===== config.mk =====
export PLATFORM = sky130hd
export DESIGN_NAME = deframer
export DESIGN_NICKNAME = d
export VERILOG_FILES = /design/src/rtl/framing_pkg.sv /design/src/rtl/unpacker.sv /design/src/rtl/deframer.sv
export SDC_FILE = /design/constraint.sdc
export NUM_CORES = 1
export LEC_CHECK = 0
export CAP_MARGIN = 20
export CELL_PAD_IN_SITES_DETAIL_PLACEMENT = 0
export CELL_PAD_IN_SITES_GLOBAL_PLACEMENT = 1
export CORE_MARGIN = 2
export CORE_UTILIZATION = 40
export DETAILED_ROUTE_END_ITERATION = 8
export PLACE_DENSITY_LB_ADDON = 0.08
export SKIP_CTS_REPAIR_TIMING = 1
export SLEW_MARGIN = 30
export SYNTH_ARGS = -nofsm -noshare
export SYNTH_HDL_FRONTEND = slang
export SYNTH_SLANG_ARGS = --single-unit

===== constraint.sdc =====
create_clock -name clk_i -period 2.4 [get_ports clk_i]
set_input_delay 0.36 -clock clk_i [delete_from_list [all_inputs] [get_ports clk_i]]
set_output_delay 0.36 -clock clk_i [all_outputs]
set_load 0.005 [all_outputs]

===== src/rtl/framing_pkg.sv =====
// framing_pkg: state type and default tail bytes shared by framer and deframer
package framing_pkg;
  localparam logic [7:0] TAIL_CR = 8'h0D;
  localparam logic [7:0] TAIL_LF = 8'h0A;
  typedef enum logic [2:0] {payload_s, tail_0_s, tail_1_s, hunt_s, hunt_cr_s} deframer_state_e;
endpackage


===== src/rtl/unpacker.sv =====
// unpacker: holds one packed word and emits its elements LSB-first with a last tag
module unpacker #(
  parameter int unpacked_width_p = 1,
  parameter int packed_num_p = 8,
  parameter int packed_width_p = unpacked_width_p * packed_num_p
) (
  input  logic                        clk_i,
  input  logic                        reset_i,
  input  logic                        valid_i,
  output logic                        ready_o,
  input  logic [packed_width_p-1:0]   data_i,
  input  logic                        last_i,
  output logic                        valid_o,
  input  logic                        ready_i,
  output logic [unpacked_width_p-1:0] unpacked_o,
  output logic                        last_o
);
  localparam int IW = packed_num_p > 1 ? $clog2(packed_num_p) : 1;
  logic [packed_width_p-1:0] data_q, data_d;
  logic [IW-1:0] idx_q, idx_d;
  logic valid_q, valid_d, last_q, last_d, at_end, fin, load;
  assign at_end = idx_q == IW'(packed_num_p - 1);
  assign fin = valid_q && ready_i && at_end;
  // refilling on the final element keeps back-to-back words bubble-free
  assign ready_o = !valid_q || fin;
  assign load = valid_i && ready_o;
  assign valid_o = valid_q;
  assign last_o = valid_q && last_q && at_end;
  assign unpacked_o = unpacked_width_p'(data_q >> (32'(idx_q) * unpacked_width_p));
  always_comb begin
    data_d = load ? data_i : data_q;
    last_d = load ? last_i : last_q;
    idx_d = load || fin ? '0 : valid_q && ready_i ? idx_q + 1'b1 : idx_q;
    valid_d = load ? 1'b1 : fin ? 1'b0 : valid_q;
  end
  always_ff @(posedge clk_i) begin
    if (reset_i) begin
      data_q <= '0;
      last_q <= 1'b0;
      idx_q <= '0;
      valid_q <= 1'b0;
    end else begin
      data_q <= data_d;
      last_q <= last_d;
      idx_q <= idx_d;
      valid_q <= valid_d;
    end
  end
endmodule


===== src/rtl/deframer.sv =====
// deframer: strips and checks the packet tail, resynchronises on it, and unpacks payload words
module deframer import framing_pkg::*; #(
  parameter int unpacked_width_p = 1,
  parameter int packed_num_p = 8,
  parameter int packed_width_p = unpacked_width_p * packed_num_p,
  parameter int packet_len_elems_p = 1024,
  parameter logic [7:0] tail_byte_0_p = TAIL_CR,
  parameter logic [7:0] tail_byte_1_p = TAIL_LF
) (
  input  logic                        clk_i,
  input  logic                        reset_i,
  input  logic                        valid_i,
  output logic                        ready_o,
  input  logic [packed_width_p-1:0]   data_i,
  output logic                        valid_o,
  input  logic                        ready_i,
  output logic [unpacked_width_p-1:0] unpacked_o,
  output logic                        last_o,
  output logic                        err_o
);
  localparam int CW = packet_len_elems_p > 1 ? $clog2(packet_len_elems_p) : 1;
  deframer_state_e state_q, state_d;
  logic [CW-1:0] cnt_q, cnt_d;
  logic err_q, err_d, up_ready, is_t0, is_t1, cnt_last, acc;
  assign is_t0 = data_i == packed_width_p'(tail_byte_0_p);
  assign is_t1 = data_i == packed_width_p'(tail_byte_1_p);
  assign cnt_last = cnt_q == CW'(packet_len_elems_p - 1);
  assign ready_o = state_q == payload_s ? up_ready : 1'b1;
  assign acc = valid_i && ready_o;
  assign err_o = err_q;
  always_comb begin
    state_d = state_q;
    cnt_d = cnt_q;
    err_d = 1'b0;
    if (acc)
      case (state_q)
        payload_s: begin
          cnt_d = cnt_last ? '0 : cnt_q + 1'b1;
          state_d = cnt_last ? tail_0_s : payload_s;
        end
        tail_0_s: begin
          state_d = is_t0 ? tail_1_s : hunt_s;
          err_d = !is_t0;
        end
        tail_1_s: begin
          state_d = is_t1 ? payload_s : is_t0 ? hunt_cr_s : hunt_s;
          err_d = !is_t1;
        end
        hunt_s: state_d = is_t0 ? hunt_cr_s : hunt_s;
        hunt_cr_s: begin
          state_d = is_t1 ? payload_s : is_t0 ? hunt_cr_s : hunt_s;
          cnt_d = '0;
        end
        default: state_d = payload_s;
      endcase
  end
  always_ff @(posedge clk_i) begin
    if (reset_i) begin
      state_q <= payload_s;
      cnt_q <= '0;
      err_q <= 1'b0;
    end else begin
      state_q <= state_d;
      cnt_q <= cnt_d;
      err_q <= err_d;
    end
  end
  unpacker #(
    .unpacked_width_p(unpacked_width_p),
    .packed_num_p(packed_num_p),
    .packed_width_p(packed_width_p)
  ) u_unpacker (
    .clk_i(clk_i),
    .reset_i(reset_i),
    .valid_i(valid_i && state_q == payload_s),
    .ready_o(up_ready),
    .data_i(data_i),
    .last_i(cnt_last),
    .valid_o(valid_o),
    .ready_i(ready_i),
    .unpacked_o(unpacked_o),
    .last_o(last_o)
  );
endmodule


# --- Word level (Yosys, flattened, before mapping) ---
# Index checks and enable logic that the tools add are counted.
op_classes:
  addsub: 2
  n_eq_ne: 8
  shift: 1
  mux: 11
  bitwise: 1
  n_reduce_logical: 19
op_table:
  columns: ["cell", "n"]
  rows:
  - ["one-hot mux 10 bit (2 select lines)", 1]
  - ["== test 8 x 4 -> 1 bit (second input constant)", 2]
  - ["one-hot mux 3 bit (4 select lines)", 1]
  - ["adder 10 x 1 -> 10 bit (second input constant)", 1]
  - ["== test 10 bit (second input constant)", 1]
  - ["2-to-1 mux 10 bit", 1]
  - [">> shifter 8 x 3 -> 1 bit", 1]
  - ["logical AND 1 bit", 7]
  - ["== test 3 x 2 -> 1 bit (second input constant)", 2]
  - ["== test 3 bit (second input constant)", 2]
  - ["2-to-1 mux 3 bit", 2]
  - ["OR reduction 2 bit", 3]
  - ["2-to-1 mux 1 bit", 5]
  - ["nonzero test 2 bit", 2]
  - ["adder 3 x 1 -> 3 bit (second input constant)", 1]
  - ["== test 3 x 1 -> 1 bit (second input constant)", 1]
  - ["zero test 1 bit", 3]
  - ["zero test 3 bit", 1]
  - ["logical OR 1 bit", 2]
  - ["one-hot mux 1 bit (2 select lines)", 1]
  - ["AND reduction 2 bit", 1]
  - ["inverter 1 bit", 1]
word_totals:
  regBits: 27
  input_bits: 12
  output_inout_bits: 5
  wordCells: 49

# --- Depth between registers and ports, before layout ---
# Gate-level depths: netlist of run 1.
depth:
  depth_word: 7
  ltp_mapped: 7
  mapped_depth_nobuf: 6

# --- Modules after synthesis ---
# Synthesis of run 1 repeated with hierarchy kept, for this count alone.
hier_totals:
  cells_unflattened: 173
  hier_area_um2: 1485.2
modules_own_cells:
  columns: ["module", "n_inst", "cells_each", "area_per_inst_um2", "seq_area_each_um2"]
  rows:
  - ["deframer", 1, 108, 830.8, 280.3]
  - ["unpacker", 1, 65, 654.4, 260.2]

# --- Worst setup path after synthesis of run 1 ---
# Ideal clock, no wire load.
synth_timing:
  kind: "register to register"
  startpoint: "register u_unpacker.idx_q[0]"
  endpoint: "register cnt_q[5]"
  setup_time_ps: 74
  arrival_time_ps: 1619
  t_required_ps: 2326
  path_slack_ps: 707
  path_stages_with_launch: 7
  n_path_buf: 0
  period_less_slack_ps: 1693
  path_cell_list: "dfxtp_1 ha_1 ha_1 a21bo_2 nand2_1 or4_1 a31oi_1"
synth_via:
  elab_chain_cells: 6
synth_rtl:
  columns: ["item", "line", "rtl"]
  rows:
  - ["start: declaration", "unpacker.sv:20", "logic [IW-1:0] idx_q, idx_d;"]
  - ["start signal: assignment", "unpacker.sv:45", "idx_q <= idx_d;"]
  - ["== test 3 bit", "unpacker.sv:22", "assign at_end = idx_q == IW'(packed_num_p - 1);"]
  - ["logical AND 1 bit", "unpacker.sv:23", "assign fin = valid_q && ready_i && at_end;"]
  - ["logical OR 1 bit", "unpacker.sv:25", "assign ready_o = !valid_q || fin;"]
  - ["2-to-1 mux 1 bit", "deframer.sv:28", "assign ready_o = state_q == payload_s ? up_ready : 1'b1;"]
  - ["logical AND 1 bit", "deframer.sv:29", "assign acc = valid_i && ready_o;"]
  - ["AND reduction 2 bit (no line)", null, null]
  - ["end signal: assignment", "deframer.sv:64", "cnt_q <= cnt_d;"]
  - ["end: declaration", "deframer.sv:23", "logic [CW-1:0] cnt_q, cnt_d;"]
# Every way passes these cells.
# A chain may end at the register's enable or synchronous reset.

# --- Final worst setup path of run 1 ---
layout_timing:
  startpoint: "register u_unpacker.idx_q[0]"
  endpoint: "output port unpacked_o"
layout_via:
  elab_chain_cells: 1
layout_rtl:
  columns: ["item", "line", "rtl"]
  rows:
  - [">> shifter 8 x 3 -> 1 bit", "unpacker.sv:29", "assign unpacked_o = unpacked_width_p'(data_q >> (32'(idx_q) * unpacked_width_p));"]
  - ["end: declaration", "deframer.sv:17", "output logic [unpacked_width_p-1:0] unpacked_o,"]
# Every way passes these cells.

==> key figures, run 1 <==
Synthesis
  – Number of flops mapped to enable cells by yosys: 0
  – Ys async rst share: 0%
  – Synth area leaders: dfxtp_1 36%, nand2_1 8.8%, a21oi_1 7.1%
  – Synth top area share: between 30% and 40%
  – Sequential fraction of the synthesis area: 36.4%
  – FF+latch count, synth: 27
  – Count leader, synth: nand2_1
  – Yosys cell types: 48
  – Top_reg_cell synth: dfxtp_1
  – Yosys top cell by area: dfxtp_1
  – Post-synthesis cell count: 176
  – Commonest cells post-synth: 35 x nand2_1, 27 x dfxtp_1, 21 x a21oi_1
  – Synthesized area per cell: 8.44 um^2
  – Synth Net Count: 191
  – Area of the mapped netlist: 0.00149 mm^2
  – YS warnings: 0

Clocking
  – CTS HTree Levels: 1
  – Clk root buf: clkbuf_8
  – CTS tree: yes
  – Worst-skew pair later-pin latency: around 0.28 ns
  – Clock buffer depth: 2
  – Clock-pin slew on the worst setup and hold paths: 0.10 ns
  – CTS Sinks: 27
  – CTS Buf Count: 3

Power
  – Pwr per Cell Area: 482 mW/mm^2
  – Leak: 0.600 nW
  – Worst VDD drop: between 0.0002 and 0.00025 V

Timing
  – Min cycle time layout: 2.24 ns
  – Hold Vio Cnt, Final: 0
  – Final setup fails: 0
  – Fmax: 446 MHz
  – Max Clock Skew: 0.00248 ns
  – RSZ-0062 raised after global routing: false
  – Worst-Margin Slew: 0.522 ns
  – Slew Viols, Final: 0
  – Setup TNS: 0 ns
  – Min Hold Slack: 0.462 ns
  – Rel. slew slack: 65.1%
  – Final period util: 93.5%

Routing
  – Initial DRC count: 107
  – Per-cell routed wire length: 14.8 um
  – DRC viols: 0
  – Via count: 1401
  – Final ANT Viol Nets: 0
  – Total Routed Length: 3600 um
  – Vias/cell: roughly 5.8
  – Drt pass-1 iters: 5

Die
  – Core Box Area: 0.00361 mm^2
  – Row count: 22
  – I/O pin cnt: 17
  – Die Y: approximately 65 um
  – Die extent in x: approximately 65 um
  – Die ar.: about 0.0042 mm^2
  – Initial Utilization: 41.2%

GRT
  – Vias in the first global route: 1334
  – GRT overflow: 0
  – First-pass GRT wire length: 6220 um
  – Largest net degree at the start of global routing: 19
  – GR Util All Layers: 18.9%
  – Initial antenna violation count: 0

Critical path
  – CP max FO: 4
  – Crit-path cells: mux4_2, mux2_2, clkdlybuf4s50_1
  – CP required: 2.04 ns
  – Worst Setup End Kind: primary output
  – Worst Path Arrival: between 1.5 and 2 ns
  – WS Path Type: reg2out
  – CP top delay family: multiplexers
  – Max stage delay on crit path: 0.50 ns
  – Startpoint types: flop
  – CP max-delay cell: mux4_2
  – Buf/Inv on CP: 1

Placed design
  – Post-DP HPWL: about 2700 um
  – Port Buffers: 16
  – Routability cong.: 0.828

Cells and area
  – P&R area growth vs syn: 18.9%
  – Share of cells above drive strength 1: 12.8%
  – Fillers: between 300 and 400
  – Nets: 211
  – Diode count: 0

Run
  – Max-cap violations: 0

Outcome
  – Status: finished, final reports clean

Hold path
  – Hold WC Path Type: reg2reg
==> metrics by stage <==
step	power [mW]	cell area (um^2)	util (%)	cells	setup WS, ns
after floorplan	0.533	1490	-	176	0.707
after global placement	0.585	1720	47.6	239	0.292
after detailed placement	0.587	1720	47.6	239	0.177
after CTS	0.860	1760	48.9	243	0.0630
after global routing	0.892	1770	49.0	243	0.0754
final	0.850	1770	49.0	243	0.157
==> cell type report <==
type                            instances  area (um^2)  share of cell area, %
Multi-Input combinational cell        141          902                   51.1
Sequential cell                        27          542                   30.7
Timing Repair Buffer                   23          213                   12.0
Tap cell                               48         60.1                   3.40
Clock buffer                            3         41.3                   2.34
Clock inverter                          1         7.51                  0.425
==> tightest hold or removal path, cell delays in order, from the launching register on <==
cell     delay (ns)
dfxtp_1        0.32
nand2_1        0.05
a21oi_1        0.05
==> path summary, 6_finish.rpt <==
path,startpoint,slack [ns],cells past startpoint,to
worst max-delay path,u_unpacker.idx_q[0],0.16,3,unpacked_o
worst min-delay path,u_unpacker.data_q[2],0.46,2,u_unpacker.data_q[2]
worst max register to register,u_unpacker.idx_q[1],0.53,6,cnt_q[5]
worst min register to register,u_unpacker.data_q[2],0.46,2,u_unpacker.data_q[2]
==> flip-flops by register name, indices dropped and copies added (netlist names) <==
register,cells
cnt_q,10
err_o,1
state_q,3
u_unpacker.data_q,8
u_unpacker.idx_q,3
u_unpacker.last_q,1
u_unpacker.valid_o,1
==> power breakdown <==
| part | switching, mW | internal [mW] |
|---|---|---|
| Sequential | 0.0113 | 0.460 |
| Combinational | 0.0520 | 0.0537 |
| Clock | 0.155 | 0.118 |
| Total | 0.219 | 0.632 |
==> per-layer routing <==
metal / up-vias / global-route usage, % / wire length [um]
met5: - / 0 / 0
met2: 22 / 29.5 / 1720
met4: 0 / 6.38 / 34
li1: 696 / - / -
met3: 4 / 2.60 / 111
met1: 679 / 26.7 / 1740
==> cell usage in the layout (no fill, tap or decap), types with 4 or more instances in the layout <==
master and n:
buf_4 7, nand2b_1 4, dfxtp_1 26, clkdlybuf4s50_1 16, nand2_1 35, nand3_1 9, nor2_1 6, a31oi_1 4
and3_1 4, or3_1 4, a21oi_1 21
==> kinds of logic (layout without fill, tap and decap cells) <==
| family | count (synthesis) | in the layout | share of synthesized area (%) |
|---|---|---|---|
| AOI/OAI and AO/OA | 46 | 46 | 20.0 |
| xor gates and xnor gates | 1 | 1 | 0.590 |
| muxes | 3 | 3 | 3.79 |
| adders and majority gates | 3 | 3 | 2.53 |
| and+or+nand+nor | 88 | 88 | 33.9 |
| DFF | 27 | 27 | 36.4 |
| buffers and inverters | 8 | 27 | 2.86 |
Power figures use the tool's default switching activity.
==> run 2: changes to the inputs <==
--- a/config.mk
+++ b/config.mk
@@ -9,7 +9,7 @@
 export CELL_PAD_IN_SITES_DETAIL_PLACEMENT = 0
 export CELL_PAD_IN_SITES_GLOBAL_PLACEMENT = 1
 export CORE_MARGIN = 2
-export CORE_UTILIZATION = 40
+export CORE_UTILIZATION = 41
 export DETAILED_ROUTE_END_ITERATION = 8
 export PLACE_DENSITY_LB_ADDON = 0.08
 export SKIP_CTS_REPAIR_TIMING = 1
==> constraint.sdc (replaced) <==
create_clock -name clk_i -period 2.4 [get_ports clk_i]
set_input_delay 0.72 -clock clk_i [delete_from_list [all_inputs] [get_ports clk_i]]
set_output_delay 0.72 -clock clk_i [all_outputs]
set_load 0.005 [all_outputs]
==> key figures, run 2 (same netlist as run 1, synthesis figures left out) <==
Power
  – Leak: about 0.7 nW
  – Worst VDD drop: 0.000321 V
  – Final Power: 787 uW
  – Pwr per Cell Area: 416 mW/mm^2

Critical path
  – Max stage delay on crit path: 0.52 ns
  – Buf/Inv on CP: 1
  – CP max-delay cell: mux4_2
  – Worst Setup End Kind: primary output
  – CP required: 1.68 ns
  – Crit-path cells: mux4_2, mux2_4, clkbuf_2
  – CP top delay family: multiplexers
  – Worst Path Arrival: 1.64 ns
  – Capturing point of the worst reg2reg path: cnt_q[5]
  – Worst r2r path cells: 6
  – Startpoint types: flop
  – WS Path Type: reg2out
  – FF-to-FF setup slack: a little under 0.6 ns
  – R2r startpoint: u_unpacker.idx_q[0]
  – CP max FO: 4

Routing
  – Drt pass-1 iters: 4
  – Initial DRC count: 81
  – Met3 wire len: between 100 and 150 um
  – M1 WL: 1720 um
  – Highest routed metal layer: met4
  – Via count: 1428
  – DRC viols: 0
  – Final ANT Viol Nets: 0
  – Per-cell routed wire length: 14.2 um
  – Vias/cell: 5.58
  – Total Routed Length: 3640 um
  – WL met2: 1750 um

Clocking
  – CTS HTree Levels: 1
  – Worst-skew pair later-pin latency: 0.32 ns
  – Clock-pin slew on the worst setup and hold paths: 0.14 ns
  – Clk root buf: clkbuf_4
  – CTS tree: yes
  – Clock buffer depth: 2
  – CTS Sinks: 27
  – CTS Buf Count: 3

Timing
  – Slew Viols, Final: 0
  – Rel. slew slack: just over 70%
  – RSZ-0062 raised after global routing: true
  – Fmax: around 420 MHz
  – Min cycle time layout: about 2.4 ns
  – Final worst slack: between 0.04 and 0.05 ns
  – Min Hold Slack: 0.462 ns
  – Final setup fails: 0
  – Max Clock Skew: 0.00437 ns
  – Worst-Margin Slew: 0.412 ns
  – Hold Vio Cnt, Final: 0
  – Setup TNS: 0 ns
  – Final period util: 98.2%

Placed design
  – Worst slack, placed: -0.264 ns
  – Post-DP HPWL: roughly 2700 um
  – Port Buffers: 16
  – Routability cong.: 0.814

GRT
  – Initial antenna violation count: 0
  – GRT overflow: 0
  – Vias in the first global route: about 1300
  – Largest net degree at the start of global routing: 23
  – GR Util All Layers: between 10% and 20%
  – First-pass GRT wire length: 6130 um

Cells and area
  – Area of the multi-input gates: approximately 930 um^2
  – Final core utilization: a little under three fifths
  – Nets: 226
  – Share of cells above drive strength 1: 21.0%
  – Max reg flops: 10
  – Reg area: 548 um^2
  – Diode count: 0
  – Regs by FF count: cnt_q x10, u_unpacker.data_q x8
  – Most flop-heavy register: cnt_q
  – Most common cell after layout, fill and taps aside: nand2_1
  – P&R area growth vs syn: 27.4%
  – Fillers: 335
  – Most frequent cells in the layout: 35 x nand2_1, 25 x dfxtp_1, 22 x buf_4

Die
  – Die Y: 64.2 um
  – Row count: 21
  – Core Box Area: approximately 0.0034 mm^2
  – I/O pin cnt: 17
  – Die ar.: 0.00412 mm^2
  – Initial Utilization: 43.5%
  – Die extent in x: 64.2 um

Outcome
  – Status: finished, final reports clean

Hold path
  – Min-delay src: u_unpacker.last_q
  – Hold path endpoint: u_unpacker.last_q
  – Hold WC Path Type: reg2reg
  – Worst hold path stage count: 2

Run
  – Max-cap violations: 0
## run 2: cell count changes in the layout (fill, tap and decap cells not counted), moves of 2 or more
cell and change:
ha_4 +2, ha_1 -2, dfxtp_4 +2, dlymetal6s2s_1 +2, clkbuf_8 -3, buf_4 +15
clkbuf_4 +3, clkdlybuf4s50_1 -3
## run 2: tightest hold or removal path, stage by stage (launching register included)
cell	delay, ns
dfxtp_1	0.34
nand2_1	0.05
a21oi_1	0.05
## run 2: area by class of cell
type / instances / share of cell area [%]
Sequential cell: 27 / 29.0
Timing Repair Buffer: 38 / 17.2
Multi-Input combinational cell: 141 / 49.4
Tap cell: 46 / 3.04
Clock buffer: 4 / 1.39
## run 2: through the flow
stage | cell area, um^2 | instances
floorplan | 1490 | 176
global placement | 1820 | 251
detailed placement | 1820 | 251
CTS | 1840 | 255
global route | 1890 | 256
finish | 1890 | 256
## run 2: routing by layer
layer  global-route usage [%]  up-vias
li1                         -      729
met2                     31.5       31
met1                     24.3      666
met5                        0        -
met4                     2.39        0
met3                     4.23        2
## run 2: how the worst max path moves through the flow
stage	from	endpoint	slack, ns	cells past startpoint
floorplan	u_unpacker.idx_q[0]	ready_o	0.41	4
global placement	ready_i	ready_o	-0.25	4
detailed placement	ready_i	ready_o	-0.26	4
CTS	u_unpacker.idx_q[0]	unpacked_o	-0.41	3
global route	u_unpacker.idx_q[0]	unpacked_o	-0.02	3
finish	u_unpacker.idx_q[0]	unpacked_o	0.04	3
## run 2: power breakdown
group / switching [mW] / internal, mW
Clock: 0.133 / 0.0651
Combinational: 0.0556 / 0.0648
Sequential: 0.0104 / 0.459
